<file path="config.mk">
export PLATFORM = sky130hd
export DESIGN_NAME = branch_redirect_ctrl_flat
export DESIGN_NICKNAME = d
export VERILOG_FILES = /design/src/rtl/branch_redirect_ctrl_if.sv /design/src/rtl/branch_redirect_ctrl.sv /design/src/flat_wrapper.sv
export SDC_FILE = /design/constraint.sdc
export NUM_CORES = 1
export LEC_CHECK = 0
export BUFFER_PORTS_ARGS = -buffer_cell sky130_fd_sc_hd__buf_2
export CELL_PAD_IN_SITES_DETAIL_PLACEMENT = 1
export CELL_PAD_IN_SITES_GLOBAL_PLACEMENT = 1
export CORE_MARGIN = 5
export CORE_UTILIZATION = 36
export DETAILED_ROUTE_END_ITERATION = 12
export GPL_TIMING_DRIVEN = 0
export PLACE_DENSITY_LB_ADDON = 0.1
export SLEW_MARGIN = 20
export SYNTH_ARGS = -nofsm -noshare
export SYNTH_HDL_FRONTEND = slang
export SYNTH_SLANG_ARGS = --single-unit
</file>
<file path="constraint.sdc">
create_clock -name clk_in -period 2.3 [get_ports clk_in]
set_input_delay 0.46 -clock clk_in [delete_from_list [all_inputs] [get_ports clk_in]]
set_output_delay 0.46 -clock clk_in [all_outputs]
set_load 0.05 [all_outputs]
</file>
<file path="src/rtl/branch_redirect_ctrl_if.sv">
// rtl/branch_redirect_ctrl_if.sv - EX-stage branch request and fetch-side redirect bundle
interface branch_redirect_ctrl_if;
  logic        stall_in;
  logic        ex_valid_in;
  logic        ex_is_cti_in;
  logic        branch_taken_in;
  logic [31:0] target_in;
  logic [31:0] pc_out;
  logic        redirect_out;
  logic        flush_if_out;
  logic        flush_id_out;
  logic        squash_ex_out;
  logic        misaligned_out;
  logic        busy_out;
  logic [15:0] redirect_cnt_out;

  modport master (
    output stall_in, ex_valid_in, ex_is_cti_in, branch_taken_in, target_in,
    input  pc_out, redirect_out, flush_if_out, flush_id_out, squash_ex_out,
           misaligned_out, busy_out, redirect_cnt_out
  );

  modport slave (
    input  stall_in, ex_valid_in, ex_is_cti_in, branch_taken_in, target_in,
    output pc_out, redirect_out, flush_if_out, flush_id_out, squash_ex_out,
           misaligned_out, busy_out, redirect_cnt_out
  );
endinterface

</file>
<file path="src/rtl/branch_redirect_ctrl.sv">
// rtl/branch_redirect_ctrl.sv - fetch PC sequencer with taken-CTI redirect and squash window
module branch_redirect_ctrl #(
  parameter logic [31:0] RESET_PC     = 32'h0000_0000,
  parameter logic [31:0] TRAP_VEC     = 32'h0000_0100,
  parameter int unsigned FLUSH_CYCLES = 2
) (
  input  logic                  clk_in,
  input  logic                  rst_in,
  branch_redirect_ctrl_if.slave bus
);

  typedef enum logic {RUN = 1'b0, FLUSH = 1'b1} state_t;

  localparam logic [3:0] CNT_INIT = 4'(FLUSH_CYCLES - 1);

  state_t      state_q, state_d;
  logic [3:0]  cnt_q, cnt_d;
  logic [31:0] pc_q, pc_d;
  logic [15:0] redirect_cnt_q, redirect_cnt_d;
  logic        accept;
  logic        misaligned;

  always_ff @(posedge clk_in) begin
    if (rst_in) begin
      state_q        <= RUN;
      cnt_q          <= '0;
      pc_q           <= RESET_PC;
      redirect_cnt_q <= '0;
    end else begin
      state_q        <= state_d;
      cnt_q          <= cnt_d;
      pc_q           <= pc_d;
      redirect_cnt_q <= redirect_cnt_d;
    end
  end

  always_comb begin
    state_d        = state_q;
    cnt_d          = cnt_q;
    pc_d           = pc_q;
    redirect_cnt_d = redirect_cnt_q;
    // Reset masks the pulses so nothing escapes while the pipe is being cleared.
    accept     = (state_q == RUN) && bus.ex_valid_in && bus.ex_is_cti_in &&
                 bus.branch_taken_in && !bus.stall_in && !rst_in;
    misaligned = accept && (bus.target_in[1:0] != 2'b00);
    if (!bus.stall_in) begin
      case (state_q)
        RUN: begin
          if (accept) begin
            pc_d           = misaligned ? TRAP_VEC : bus.target_in;
            redirect_cnt_d = redirect_cnt_q + 16'd1;
            state_d        = FLUSH;
            cnt_d          = CNT_INIT;
          end else begin
            pc_d = pc_q + 32'd4;
          end
        end
        FLUSH: begin
          pc_d = pc_q + 32'd4;
          if (cnt_q == 4'd0) state_d = RUN;
          else               cnt_d   = cnt_q - 4'd1;
        end
      endcase
    end
  end

  assign bus.pc_out           = pc_q;
  assign bus.redirect_out     = accept;
  assign bus.flush_if_out     = accept;
  assign bus.flush_id_out     = accept;
  assign bus.misaligned_out   = misaligned;
  assign bus.squash_ex_out    = (state_q == FLUSH);
  assign bus.busy_out         = (state_q == FLUSH);
  assign bus.redirect_cnt_out = redirect_cnt_q;

endmodule

</file>
<file path="src/flat_wrapper.sv">
// flat-port wrapper written by rule: the top's interface ports become plain ports
module branch_redirect_ctrl_flat 
#(
  parameter logic [31:0] RESET_PC     = 32'h0000_0000,
  parameter logic [31:0] TRAP_VEC     = 32'h0000_0100,
  parameter int unsigned FLUSH_CYCLES = 2
)
  (clk_in, rst_in, bus_stall_in, bus_ex_valid_in, bus_ex_is_cti_in, bus_branch_taken_in, bus_target_in, bus_pc_out, bus_redirect_out, bus_flush_if_out, bus_flush_id_out, bus_squash_ex_out, bus_misaligned_out, bus_busy_out, bus_redirect_cnt_out);
  branch_redirect_ctrl_if bus_i ();
  input  logic clk_in;
  input  logic rst_in;
  input wire logic [$bits(bus_i.stall_in)-1:0] bus_stall_in;
  input wire logic [$bits(bus_i.ex_valid_in)-1:0] bus_ex_valid_in;
  input wire logic [$bits(bus_i.ex_is_cti_in)-1:0] bus_ex_is_cti_in;
  input wire logic [$bits(bus_i.branch_taken_in)-1:0] bus_branch_taken_in;
  input wire logic [$bits(bus_i.target_in)-1:0] bus_target_in;
  output wire logic [$bits(bus_i.pc_out)-1:0] bus_pc_out;
  output wire logic [$bits(bus_i.redirect_out)-1:0] bus_redirect_out;
  output wire logic [$bits(bus_i.flush_if_out)-1:0] bus_flush_if_out;
  output wire logic [$bits(bus_i.flush_id_out)-1:0] bus_flush_id_out;
  output wire logic [$bits(bus_i.squash_ex_out)-1:0] bus_squash_ex_out;
  output wire logic [$bits(bus_i.misaligned_out)-1:0] bus_misaligned_out;
  output wire logic [$bits(bus_i.busy_out)-1:0] bus_busy_out;
  output wire logic [$bits(bus_i.redirect_cnt_out)-1:0] bus_redirect_cnt_out;
  assign bus_i.stall_in = bus_stall_in;
  assign bus_i.ex_valid_in = bus_ex_valid_in;
  assign bus_i.ex_is_cti_in = bus_ex_is_cti_in;
  assign bus_i.branch_taken_in = bus_branch_taken_in;
  assign bus_i.target_in = bus_target_in;
  assign bus_pc_out = bus_i.pc_out;
  assign bus_redirect_out = bus_i.redirect_out;
  assign bus_flush_if_out = bus_i.flush_if_out;
  assign bus_flush_id_out = bus_i.flush_id_out;
  assign bus_squash_ex_out = bus_i.squash_ex_out;
  assign bus_misaligned_out = bus_i.misaligned_out;
  assign bus_busy_out = bus_i.busy_out;
  assign bus_redirect_cnt_out = bus_i.redirect_cnt_out;
  branch_redirect_ctrl #(.RESET_PC(RESET_PC), .TRAP_VEC(TRAP_VEC), .FLUSH_CYCLES(FLUSH_CYCLES)) u_core (.clk_in(clk_in), .rst_in(rst_in), .bus(bus_i));
endmodule
</file>
==> impl_metrics.csv <==
group,metric,value,unit
cells_and_area,num-fill-cells,992,
routing,wl,9736,microns
synthesis,synth_top_area_cell,"dfxtp_1",
placed_design,portBuffers,89,
cells_and_area,antennaDiodeCount,0,
grt,grt_start_max_net_pins,20,
power_and_ir_drop,p_leak,1.541,nW
synthesis,ys_seq_area_share,37.26,%
power_and_ir_drop,p_seq_share,49.5,%
worst_setup_path,cp.required,1.84,ns
routing,drt-initial-drc-count,109,
grt,groute.usage.overall,19.48,%
power_and_ir_drop,p_comb_share,9.6,%
synthesis,yosys.area.top_type_share,37.26,%
cts,numCtsBuffers,5,
synthesis,synthAdderAreaFrac,1.757,%
cts,cts_root_buf,"clkbuf_8",
cells_and_area,multiInputGateArea,1612,sq um
die,die_height,98.94,microns
synthesis,synth-compound-area-share,17.57,%
sta,hold_viol_final,0,
power_and_ir_drop,p_int,1.418,mW
power_and_ir_drop,ir_worst_vdd,0.0002623,V
sta,relSlewSlack,55.70,%
cts,clock_path_buffers,2,
worst_setup_path,startpoint_type,"input port",
routing,drt_first_pass_iters,4,
status,run_status,"complete, no violations",
power_and_ir_drop,p_switching,478.6,uW
sta,drv_slew,0,
worst_setup_path,cpMaxStageDelayCell,"or2_4",
synthesis,synth_top_family_by_area,"simple AND/OR/NAND/NOR gates",
sta,tightestPinTransition,0.6645,ns
sta,min_period,2.237,ns
hold_path,hold_class,"input port to flop",
cells_and_area,regArea,1062,sq um
routing,drc,0,
die,fp.dieW,98.94,microns
cells_and_area,areaGrowthSynthToFinish,26.05,%
synthesis,synth_area,2848,sq um
synthesis,synth_flop_cell,"dfxtp_1",
cts,htree_num_levels,2,
synthesis,synthArstFlopShare,0,%
placed_design,gp_congestion,0.8680,
power_and_ir_drop,p_total,1.896,mW
grt,antenna_found_initial,0,
synthesis,synth_edf_count,0,
synthesis,synth_seq_cells,53,
sta,finClkSkew,0.01307,ns
synthesis,syn_area_per_cell,8.067,sq um
grt,grt_pass1_vias,3025,
sta,setup_viol,0,
routing,vias,3038,
worst_setup_path,crit_chain,"buf_2, or2_4, or2_4, inv_4, buf_8, buf_4, buf_4",
routing,ant_nets,0,
worst_setup_path,critPathMaxStageDelay,0.32,ns
synthesis,synthMuxAreaShare,2.460,%
worst_setup_path,setup.worst_path.class,"input port to primary output",
cts,path_clk_slew,0.11,ns
grt,globalRouteOverflowTotal,0,
cells_and_area,nets,490,
synthesis,synth-simple-area-share,27.99,%
power_and_ir_drop,power_density,528.3,nW/um^2
die,initial_core_util,36.85,%
power_and_ir_drop,clock_power_share,40.9,%
die,std_cell_rows,32,
routing,routedWlPerCell,17.67,microns
sta,max_freq,0.4470,GHz
synthesis,synth.distinct_cells,50,
cts,cts_tree,"built",
sta,fin_crit_sh,97.26,%
grt,grt_pass1_wl,15500,microns
synthesis,syn-num-nets,395,
worst_setup_path,worst-path-max-fanout,12,
worst_setup_path,endpoint_kind,"primary output",
cts,cts_hold_buf,0,
placed_design,dp_hpwl,7263,microns
cells_and_area,drive_gt1_share,26.95,%
die,ios,92,
synthesis,post_synth_inst_count,353,
flow_run,cap_viol_max_count,0,
synthesis,synth_warnings,0,
sta,rsz0062_at_grt,"no",
sta,hold_slack,0.3609,ns
synthesis,synth_area_leaders,"dfxtp_1 (37%), nor2_1 (5.4%), nand3_1 (4.4%)",
power_and_ir_drop,power_switching_share,25.24,%
synthesis,synth_xor_area_share,6.459,%
cts,clk_latency,0.31,ns
routing,vias_per_cell,5.514,
cts,clock_sinks,53,
worst_setup_path,arrival,1.78,ns
die,die_area,9789,sq um
die,coreArea,7727,sq um
[sequential cells by signal, indices dropped and copies added (netlist names)]
signal                       count
u_core.bus.busy_out              1
u_core.cnt_q                     4
u_core.bus.redirect_cnt_out     16
u_core.bus.pc_out               32
[routing by layer]
layer  track usage, %  wire length, microns  vias up
met5                0                     0        -
met4            3.571                    63        0
met3            4.105                   537        4
met2            34.09                  4682       76
met1            24.80                  4451     1492
li1                 -                     -     1466
[synth_stat cells (2+ instances only)]
cell       n
dfxtp_1   53
nand2_1   28
and2_1     3
o21ai_0   16
o31ai_1    2
xnor2_1    9
nor3_1     7
a22o_1     2
inv_1     12
o311ai_0   2
and4_1     5
or4_1      2
nor4_2     2
buf_2      7
o211ai_1   3
nand4_1   16
nor4_1     3
and3_1     8
ha_1       4
a31oi_1    2
mux2i_1    7
a211oi_1   3
clkbuf_1   9
a21oi_1   17
buf_4      7
nor2_1    41
or3_1      5
o32ai_1    2
xor2_1    12
nand3_1   25
o22ai_1    6
a22oi_1   15
[timing repair]
item / CTS / global route
resized for setup: 9 / 2
buffers inserted: 1 / 0
hold endpoints to repair: 0 / 0
endpoints found under the setup margin: 4 / 1
[power by group through the flow]
stage / registers (mW) / clock network [mW] / logic, mW
2_1_floorplan: 0.989 / 0 / 0.0727
3_3_place_gp: 0.960 / 0 / 0.178
3_5_place_dp: 0.960 / 0 / 0.180
4_1_cts: 0.939 / 0.785 / 0.183
5_1_grt: 0.941 / 0.818 / 0.196
6_report: 0.939 / 0.776 / 0.182
[worst max-delay path, delay by kind of cell]
family / cells / cell delay [ns]
buffers and inverters: 5 / 0.72
and+or+nand+nor: 2 / 0.59
[path summary, 6_finish.rpt]
kind / from / end / slack, ns / cells past startpoint
hold / removal: bus_target_in[19] / u_core.bus.pc_out[19] / 0.36 / 3
hold reg to reg: u_core.bus.pc_out[0] / u_core.bus.pc_out[0] / 0.49 / 1
setup reg to reg: u_core.bus.pc_out[2] / u_core.bus.pc_out[18] / 0.14 / 7
setup / recovery: bus_stall_in / bus_redirect_out / 0.06 / 7
[logic make-up after synthesis]
group,count (synthesis)
muxes,7
AOI/OAI and AO/OA,77
adders and majority gates,4
xor gates and xnor gates,21
and+or+nand+nor,153
DFF,53
buffers and inverters,38
[per-stage QoR]
step / cells / utilization [%] / setup TNS (ns) / instance area (sq um) / worst slack [ns]
5_1_grt: 551 / 46.45 / 0 / 3590 / 0.007220
3_5_place_dp: 544 / 44.38 / -1.065 / 3430 / -0.2585
4_1_cts: 551 / 46.44 / 0 / 3588 / 0.05211
3_3_place_gp: 544 / 44.38 / -1.050 / 3430 / -0.2540
6_report: 551 / 46.45 / 0 / 3590 / 0.06291
2_1_floorplan: 353 / - / 0 / 2856 / 0.03837
[final cells by class]
cell class                 count  share of cell area, %
buffer                        23                  3.764
clock buffer                   5                  1.917
timing repair buffer          90                  13.04
multi-input combinational    262                  44.89
sequential                    53                  29.59
inverter                      13                  1.429
tap                          102                  3.555
clock inverter                 3                  1.812
[layout by cell type (no fill, tap or decap), types with 2 or more instances in the layout]
cell and count:
a211oi_1 3, a21oi_1 17, a22o_1 2, a22oi_1 15, a31oi_1 2, and2_1 3
and3_1 8, and4_1 5, buf_2 91, buf_4 8, buf_6 3, bufinv_16 2
clkbuf_1 8, clkbuf_8 5, dfxtp_1 52, ha_1 4, inv_1 12, mux2i_1 7
nand2_1 28, nand3_1 25, nand4_1 16, nor2_1 40, nor3_1 7, nor4_1 3
nor4_2 2, o211ai_1 3, o21ai_0 16, o22ai_1 6, o311ai_0 2, o31ai_1 2
o32ai_1 2, or2_4 2, or3_1 5, or4_1 2, xnor2_1 9, xor2_1 12
(Power assumes the default switching activity.)
